===== src/rtl/led_pkg.sv =====
// Shared mode encoding and field widths for the LED pattern generator.
// No logic here; latency and backpressure are defined by the modules that import it.
package led_pkg;

    typedef enum logic [1:0] {
        MODE_OFF   = 2'd0,
        MODE_ON    = 2'd1,
        MODE_BLINK = 2'd2,
        MODE_BURST = 2'd3
    } led_mode_e;

    localparam int CNT_W = 8;

endpackage


===== src/rtl/led_channel.sv =====
// One LED channel: mode, phase, burst countdown; led/busy registered, one cycle after load or tick.
// No backpressure: a load always wins over the tick advance in the same cycle.
module led_channel
    import led_pkg::*;
#(
    parameter int PW = 16
) (
    input  logic             clk_i,
    input  logic             rst_i,
    input  logic             tick_i,
    input  logic             load_i,
    input  logic [1:0]       mode_i,
    input  logic [PW-1:0]    period_i,
    input  logic [PW-1:0]    on_i,
    input  logic [CNT_W-1:0] count_i,
    output logic             led_o,
    output logic             busy_o
);

    led_mode_e        mode_q, mode_d;
    logic [PW-1:0]    period_q, period_d;
    logic [PW-1:0]    on_q, on_d;
    logic [PW-1:0]    phase_q, phase_d;
    logic [CNT_W-1:0] rem_q, rem_d;
    logic             busy_q, busy_d;
    logic             led_q, led_d;
    logic             wrap;

    always_comb begin
        mode_d   = mode_q;
        period_d = period_q;
        on_d     = on_q;
        phase_d  = phase_q;
        rem_d    = rem_q;
        busy_d   = busy_q;
        wrap     = (phase_q == (period_q - PW'(1)));

        if (load_i) begin
            mode_d   = led_mode_e'(mode_i);
            period_d = (period_i == '0) ? PW'(1) : period_i;
            on_d     = on_i;
            phase_d  = '0;
            rem_d    = count_i;
            busy_d   = (mode_d == MODE_BURST) && (count_i != '0);
            // An empty burst has nothing to play, so it collapses straight to OFF.
            if ((mode_d == MODE_BURST) && (count_i == '0)) begin
                mode_d = MODE_OFF;
            end
        end else if (tick_i) begin
            phase_d = wrap ? '0 : (phase_q + PW'(1));
            if ((mode_q == MODE_BURST) && wrap) begin
                rem_d = rem_q - CNT_W'(1);
                if (rem_q == CNT_W'(1)) begin
                    mode_d = MODE_OFF;
                    busy_d = 1'b0;
                end
            end
        end

        // Drive from next-state so led tracks the new phase/mode in the same edge.
        case (mode_d)
            MODE_OFF: led_d = 1'b0;
            MODE_ON:  led_d = 1'b1;
            default:  led_d = (phase_d < on_d);
        endcase
    end

    always_ff @(posedge clk_i or posedge rst_i) begin
        if (rst_i) begin
            mode_q   <= MODE_OFF;
            period_q <= PW'(1);
            on_q     <= '0;
            phase_q  <= '0;
            rem_q    <= '0;
            busy_q   <= 1'b0;
            led_q    <= 1'b0;
        end else begin
            mode_q   <= mode_d;
            period_q <= period_d;
            on_q     <= on_d;
            phase_q  <= phase_d;
            rem_q    <= rem_d;
            busy_q   <= busy_d;
            led_q    <= led_d;
        end
    end

    assign led_o  = led_q;
    assign busy_o = busy_q;

endmodule


===== src/rtl/led_pattern_gen.sv =====
// Multi-channel LED pattern generator: shared tick prescaler, one-deep config staging, N_CH channels.
// Config lands at the first tick after accept, led one cycle later; cfg_ready stays low while a write is staged.
module led_pattern_gen
    import led_pkg::*;
#(
    parameter int CLK_HZ  = 27000000,
    parameter int TICK_HZ = 1000,
    parameter int N_CH    = 3,
    parameter int PW      = 16,
    localparam int CH_W   = (N_CH > 1) ? $clog2(N_CH) : 1
) (
    input  logic             sys_clk,
    input  logic             sys_rst,
    input  logic             cfg_valid,
    output logic             cfg_ready,
    input  logic [CH_W-1:0]  cfg_ch,
    input  logic [1:0]       cfg_mode,
    input  logic [PW-1:0]    cfg_period,
    input  logic [PW-1:0]    cfg_on,
    input  logic [CNT_W-1:0] cfg_count,
    output logic [N_CH-1:0]  led,
    output logic [N_CH-1:0]  busy,
    output logic             tick
);

    localparam int DIV_RAW = CLK_HZ / TICK_HZ;
    localparam int DIV     = (DIV_RAW < 1) ? 1 : DIV_RAW;
    localparam int DW      = (DIV > 1) ? $clog2(DIV) : 1;

    logic [DW-1:0]    presc_q, presc_d;
    logic             tick_q, tick_d;
    logic             pend_q, pend_d;
    logic [CH_W-1:0]  st_ch_q, st_ch_d;
    logic [1:0]       st_mode_q, st_mode_d;
    logic [PW-1:0]    st_period_q, st_period_d;
    logic [PW-1:0]    st_on_q, st_on_d;
    logic [CNT_W-1:0] st_count_q, st_count_d;
    logic             accept;
    logic             apply;

    assign accept = cfg_valid && !pend_q;
    // Only a write staged before this tick applies; accept and apply are mutually exclusive.
    assign apply  = tick_q && pend_q;

    always_comb begin
        presc_d     = (presc_q == DW'(DIV - 1)) ? '0 : (presc_q + DW'(1));
        tick_d      = (presc_d == DW'(DIV - 1));
        pend_d      = pend_q;
        st_ch_d     = st_ch_q;
        st_mode_d   = st_mode_q;
        st_period_d = st_period_q;
        st_on_d     = st_on_q;
        st_count_d  = st_count_q;
        if (accept) begin
            pend_d      = 1'b1;
            st_ch_d     = cfg_ch;
            st_mode_d   = cfg_mode;
            st_period_d = cfg_period;
            st_on_d     = cfg_on;
            st_count_d  = cfg_count;
        end else if (apply) begin
            pend_d = 1'b0;
        end
    end

    always_ff @(posedge sys_clk or posedge sys_rst) begin
        if (sys_rst) begin
            presc_q     <= '0;
            tick_q      <= 1'b0;
            pend_q      <= 1'b0;
            st_ch_q     <= '0;
            st_mode_q   <= MODE_OFF;
            st_period_q <= '0;
            st_on_q     <= '0;
            st_count_q  <= '0;
        end else begin
            presc_q     <= presc_d;
            tick_q      <= tick_d;
            pend_q      <= pend_d;
            st_ch_q     <= st_ch_d;
            st_mode_q   <= st_mode_d;
            st_period_q <= st_period_d;
            st_on_q     <= st_on_d;
            st_count_q  <= st_count_d;
        end
    end

    assign cfg_ready = !pend_q;
    assign tick      = tick_q;

    // Out-of-range channel numbers match no instance, so the apply is a no-op.
    for (genvar i = 0; i < N_CH; i++) begin : g_ch
        led_channel #(
            .PW(PW)
        ) u_ch (
            .clk_i    (sys_clk),
            .rst_i    (sys_rst),
            .tick_i   (tick_q),
            .load_i   (apply && (st_ch_q == CH_W'(i))),
            .mode_i   (st_mode_q),
            .period_i (st_period_q),
            .on_i     (st_on_q),
            .count_i  (st_count_q),
            .led_o    (led[i]),
            .busy_o   (busy[i])
        );
    end

endmodule


===== config.mk =====
export PLATFORM = sky130hd
export DESIGN_NAME = led_pattern_gen
export DESIGN_NICKNAME = d
export VERILOG_FILES = /design/src/rtl/led_pkg.sv /design/src/rtl/led_channel.sv /design/src/rtl/led_pattern_gen.sv
export SDC_FILE = /design/constraint.sdc
export NUM_CORES = 1
export LEC_CHECK = 0
export ABC_AREA = 1
export CAP_MARGIN = 20
export CORE_ASPECT_RATIO = 1.75
export CORE_MARGIN = 1.5
export CORE_UTILIZATION = 65
export CTS_CLUSTER_DIAMETER = 40
export CTS_CLUSTER_SIZE = 8
export DETAILED_ROUTE_END_ITERATION = 10
export PLACE_DENSITY = 0.84
export SETUP_SLACK_MARGIN = 0.3
export SLEW_MARGIN = 20
export SYNTH_ARGS = -nofsm -noshare
export SYNTH_HDL_FRONTEND = slang
export SYNTH_SLANG_ARGS = --single-unit
export TNS_END_PERCENT = 50

===== constraint.sdc =====
create_clock -name sys_clk -period 15.25 [get_ports sys_clk]
set_input_delay 3.05 -clock sys_clk [delete_from_list [all_inputs] [get_ports sys_clk]]
set_output_delay 3.05 -clock sys_clk [all_outputs]
set_load 0.005 [all_outputs]

==> flow_metrics.tcl, run 1 <==
set metrics [dict create \
    relSlewSlack_pct 24.9 \
    cts.sinks 241 \
    antenna_found_initial 2 \
    clk-insertion-delay-late_ps 510 \
    via_per_inst 5.84 \
    ys.flop_type "dfrtp_1" \
    std_cell_rows 70 \
    dpl.cell_count 1994 \
    cp_max_fo 100 \
    antenna_left 0 \
    grt_max_degree 101 \
    layout_common_cells "nand2_1, inv_1, dfrtp_1, nor2_1, o21ai_0" \
    clk_pin_slew_ps 40 \
    syn_area_sq_mm 0.0138 \
    overflow 0 \
    synth_edf_count 0 \
    synth_nets 1839 \
    hold_buffers 0 \
    setup_tns_ps 0 \
    arrival_ps 5040 \
    nets 1886 \
    port_buffers 54 \
    slew_viol_final 0 \
    async_flop_share_pct 100 \
    gp_congestion 0.927 \
    cts_tree "yes" \
    syn2layout_area_growth_pct 13.2 \
    worst_pin_slew_ps 1120 \
    io_pins 55 \
    cp-start-kind "input port" \
    ys_seq_elements 241 \
    post_route_cells_drive_above_1_share_pct 9.34 \
    synthCells 1734 \
    grt_pass1_wl_um 60100 \
    n_fill_cell 1516 \
    layout_commonest_cell "nand2_1" \
    synth.distinct_cells 52 \
    initial_utilization_pct 66.3 \
    htree_levels 2 \
    power.density_mw_per_mm2 92.1 \
    max_clock_freq_mhz 220 \
    cts_resized 0 \
    fin_cells 2051 \
    drt_iter0_drc 912 \
    drt_wl_total_um 36300 \
    p_leak_nw 8.65 \
    end_kind "async pin" \
    grt_setup_unrepaired "false" \
    clk_path_buf_depth 3 \
    grtUsageTotal_pct 34.4 \
    crit_type "in2async" \
    post-cts-setup-buffers 0 \
    die_w_um 113 \
    synth.avg_cell_area_sq_um 7.97 \
    core-area_sq_mm 0.0208 \
    report.final.setup_viol 0 \
    vdd_drop_max_mv 0.0921 \
    finalCritPeriodShare_pct 29.9 \
    numCtsBuffers 37 \
    route.detailed.drc 0 \
    clock_skew_ps 13.4 \
    die_h_um 196 \
    detailed_place_hpwl_um 25600 \
    min_path_type "reg2reg" \
    wl_per_cell_um 17.7 \
    status "finished clean" \
    crit_required_ps 15730 \
    final-hold-violation-count 0 \
    cts-root-buf "clkbuf_16" \
    die_area_sq_mm 0.0222 \
    ys_warn_count 0 \
    dr_total_vias 11980 \
    cap_viol_max_count 0 \
    grt_pass1_vias 12421 \
    yosysSeqAreaShare_pct 43.7 \
    first_pass_iters 6 \
    min_period_ps 4550 \
]
==> final timing paths <==
check / from / endpoint / slack, ps / cells after the start
setup / recovery: sys_rst / st_on_q[13]$_DFFE_PP0P_ / 10700 / 3
hold / removal: presc_q[0]$_DFF_PP0_ / presc_q[0]$_DFF_PP0_ / 490 / 1
setup reg to reg: tick$_DFF_PP0_ / g_ch[2].u_ch.led_o$_DFF_PP0_ / 11380 / 17
hold reg to reg: presc_q[0]$_DFF_PP0_ / presc_q[0]$_DFF_PP0_ / 490 / 1
max in group sys_clk: pend_q$_DFFE_PP0P_ / cfg_ready / 10720 / 2
min in group asynchronous: sys_rst / g_ch[1].u_ch.rem_q[4]$_DFFE_PP0P_ / 3040 / 2
==> synth_stat cells (25+ instances only) <==
master | number | area (sq um)
xor2_1 | 60 | 526
ha_1 | 58 | 726
nor2_1 | 183 | 687
clkbuf_1 | 33 | 124
nor3_1 | 36 | 180
nand4_1 | 33 | 206
inv_1 | 240 | 901
nand3_1 | 79 | 395
o21ai_0 | 139 | 696
or2_2 | 50 | 313
dfrtp_1 | 238 | 5960
a21oi_1 | 59 | 295
xnor2_1 | 25 | 219
nand2_1 | 343 | 1290
==> where the power goes <==
part | switching, mW | leakage, nW | internal, mW
registers | 0 | 3.22 | 0.641
logic | 0.0147 | 4.90 | 0.0107
clock network | 0.279 | 0.536 | 0.494
==> critical path: stages <==
cell and delay (ps):
clkdlybuf4s50_1 490, inv_8 490, buf_4 840
==> layout make-up <==
| class | count | area (sq um) | area share [%] |
|---|---|---|---|
| inverter | 241 | 912 | 5.84 |
| timing repair buffer | 65 | 623 | 3.99 |
| clock buffer | 52 | 1020 | 6.55 |
| clock inverter | 4 | 81.3 | 0.520 |
| antenna | 1 | 2.50 | 0.0160 |
| tap | 252 | 315 | 2.02 |
| sequential | 241 | 6030 | 38.6 |
| multi-input combinational | 1195 | 6640 | 42.5 |
==> sequential cells by signal, indices dropped and copies added (netlist names) <==
signal              flops
st_period_q            16
pend_q                  1
g_ch.u_ch.rem_q        24
g_ch.u_ch.on_q         48
g_ch.u_ch.led_o         3
g_ch.u_ch.phase_q      48
presc_q                15
st_count_q              8
g_ch.u_ch.period_q     48
st_mode_q               2
g_ch.u_ch.mode_q        6
st_on_q                16
tick                    1
g_ch.u_ch.busy_o        3
st_ch_q                 2
==> logic make-up (layout without fill, tap and decap cells) <==
kind of cell,Yosys count,after routing,share of synthesized area [%]
simple gates,791,791,25.9
buf+inv,298,362,8.39
flops,241,241,43.7
compound gates,239,239,9.49
xor+xnor,86,86,5.55
fa+ha+maj,58,58,5.25
mux,21,21,1.71
other cells,0,1,0
==> per-layer routing <==
metal  routed length, um  GRT usage, %
met5                  28             0
met4                2650          23.0
met3                1700          4.57
met2               18900          61.7
met1               13000          37.6
==> stage by stage <==
step | cell area, sq um | setup slack [ps] | util (%) | total power [mW] | hold slack (ps)
2_1_floorplan | 13800 | 5590 | - | 0.661 | 454
3_3_place_gp | 14500 | 10190 | 69.7 | 0.677 | 474
3_5_place_dp | 14500 | 10150 | 69.7 | 0.677 | 475
4_1_cts | 15600 | 10660 | 75.0 | 1.45 | 481
5_1_grt | 15600 | 10420 | 75.0 | 1.48 | 492
6_report | 15600 | 10700 | 75.0 | 1.44 | 488
Power figures use the tool's default switching activity.
==> run 2: changes to the inputs <==
CORE_UTILIZATION = 62   (was 65)
PLACE_DENSITY = 0.81   (was 0.84)
clock period = 4.6 ns   (was 15.25 ns; I/O delays follow)
==> run 2 against run 1 <==
  * Combinational power increased to 3.4 times the previous value
  * Worst hold slack got worse by 2.9 ps
  * Via count decreased by 1.1%
  * Utilization decreased by 3.6 points
  * Cell area increased by 0.32%
  * Critical path depth increased by 12
  * Global-route usage decreased by 0.44 points
  * Sequential cell count unchanged
  * Sequential power increased to 3.3 times the previous value
  * Clock-buffer cell count increased by 5
  * Critical path type is now reg2reg
==> flow_metrics.tcl, run 2 (synthesis gave the netlist of run 1 again) <==
set metrics [dict create \
    status "finished clean" \
    syn2layout_area_growth_pct 13.5 \
    r2r_cells 15 \
    slowest_stage "inv_1" \
    worst_pin_slew_ps 1120 \
    first_pass_iters 8 \
    grt_pass1_vias 12403 \
    grt_setup_unrepaired "false" \
    dpl.cell_count 2043 \
    cts_resized 0 \
    initial_utilization_pct 62.8 \
    min_to "presc_q[0]$_DFF_PP0_" \
    report.final.setup_viol 0 \
    route.detailed.drc 0 \
    power.density_mw_per_mm2 298 \
    via_per_inst 5.64 \
    detailed_place_hpwl_um 27000 \
    cp_cell_sequence "buf_4, nand2_1, nor3_2, buf_4, inv_1, nand2_1, nor3b_1, ha_1, a21oi_1, nor2_1, a211oi_1, nand2_1, nand2_1, nand2_1, nand2_1" \
    end_kind "register" \
    cp_max_fo 38 \
    utilization_pct 71.3 \
    setup_tns_ps 0 \
    wl_per_cell_um 17.8 \
    cp-start-kind "register" \
    clk-insertion-delay-late_ps 520 \
    p_leak_nw 8.65 \
    antenna_found_initial 1 \
    numCtsBuffers 36 \
    grt_max_degree 91 \
    drt_wl_total_um 37400 \
    core-area_sq_mm 0.0220 \
    cts_tree "yes" \
    hold_buffers 0 \
    clk_path_buf_depth 3 \
    dr_total_vias 11852 \
    clk_pin_slew_ps 50 \
    final_cell_area_sq_mm 0.0157 \
    die_h_um 200 \
    slew_viol_final 0 \
    die_area_sq_mm 0.0232 \
    clock_skew_ps 14.2 \
    relSlewSlack_pct 25.0 \
    critPathMostFrequentCell "nand2_1" \
    nets 1890 \
    cap_viol_max_count 0 \
    std_cell_rows 72 \
    die_w_um 116 \
    port_buffers 54 \
    cts-root-buf "clkbuf_16" \
    min_from "presc_q[0]$_DFF_PP0_" \
    worst_r2r_startpoint "tick$_DFF_PP0_" \
    grtUsageTotal_pct 34.0 \
    worst_r2r_endpoint "g_ch[0].u_ch.led_o$_DFF_PP0_" \
    arrival_ps 3970 \
    n_fill_cell 1722 \
    multi_input_area_sq_mm 0.00664 \
    crit_type "reg2reg" \
    fin_cells 2103 \
    max_clock_freq_mhz 285 \
    vdd_drop_max_mv 0.295 \
    io_pins 55 \
    reg2reg_slack_ps 1090 \
    layout_common_cells "nand2_1, inv_1, dfrtp_1, nor2_1, o21ai_0" \
    gp_congestion 0.919 \
    post-cts-setup-buffers 0 \
    min_path_type "reg2reg" \
    post_route_cells_drive_above_1_share_pct 9.41 \
    drt_iter0_drc 964 \
    final-hold-violation-count 0 \
    placed_cell_area_sq_mm 0.0146 \
    cpPeakStageDelay_ps 500 \
    min_period_ps 3510 \
    overflow 0 \
    cts.sinks 241 \
    grt_pass1_wl_um 61000 \
    layout_commonest_cell "nand2_1" \
    htree_levels 2 \
    worstHoldPathCells 1 \
    regArea_sq_mm 0.00603 \
    finalCritPeriodShare_pct 76.4 \
    reg_top3 "g_ch.u_ch.on_q: 48 flops, g_ch.u_ch.period_q: 48 flops, g_ch.u_ch.phase_q: 48 flops" \
    antenna_left 0 \
    crit_required_ps 5060 \
]
run 2: cell count changes in the layout (fill, tap and decap cells not counted), sizes merged:
cell      previous run  this run
inv                241       240
buf                 11        16
clkbuf              52        57
bufinv               2         0
clkinvlp             0         1
run 2: per-stage QoR:
| stage | power [mW] | setup slack (ps) | hold WS (ps) |
|---|---|---|---|
| finish | 4.67 | 1090 | 485 |
| global route | 4.79 | 721 | 528 |
| CTS | 4.69 | 1080 | 490 |
| detailed placement | 2.25 | 1120 | 484 |
| global placement | 2.25 | 1210 | 470 |
| floorplan | 2.19 | 521 | 454 |
run 2: cell type report:
class                      count  area share (%)
inverter                     241            5.79
antenna                        1          0.0160
clock inverter                 2           0.136
clock buffer                  57            6.58
timing repair buffer          70            4.29
tap                          296            2.36
multi-input combinational   1195            42.3
sequential                   241            38.5
run 2: layer usage:
metal  global-route usage (%)  wire length, um  vias to the layer above
met5                        0                0                        -
met4                     24.5             2970                        0
met3                     5.16             1860                      166
met2                     58.6            19000                      385
met1                     37.2            13500                     5630
li1                         -                -                     5671
run 2: worst max path at each step:
stage,start,endpoint
2_1_floorplan,sys_rst,g_ch[0].u_ch.busy_o$_DFFE_PP0P_
3_3_place_gp,tick$_DFF_PP0_,g_ch[2].u_ch.led_o$_DFF_PP0_
3_5_place_dp,tick$_DFF_PP0_,g_ch[2].u_ch.led_o$_DFF_PP0_
4_1_cts,tick$_DFF_PP0_,g_ch[2].u_ch.led_o$_DFF_PP0_
5_1_grt,tick$_DFF_PP0_,g_ch[0].u_ch.led_o$_DFF_PP0_
6_report,tick$_DFF_PP0_,g_ch[0].u_ch.led_o$_DFF_PP0_
run 2: power breakdown:
group          total (mW)  switching, mW  leakage (nW)  internal [mW]
clock                2.46          0.933         0.508           1.53
sequential           2.12              0          3.22           2.12
combinational      0.0851         0.0470          4.92         0.0381
run 2: critical path, delay by kind of cell (launching register included):
family	cells	cell delay, ps
and+or+nand+nor	9	1420
AOI/OAI and AO/OA	2	370
adders and majority gates	1	320
buffers and inverters	3	950
DFF	1	380
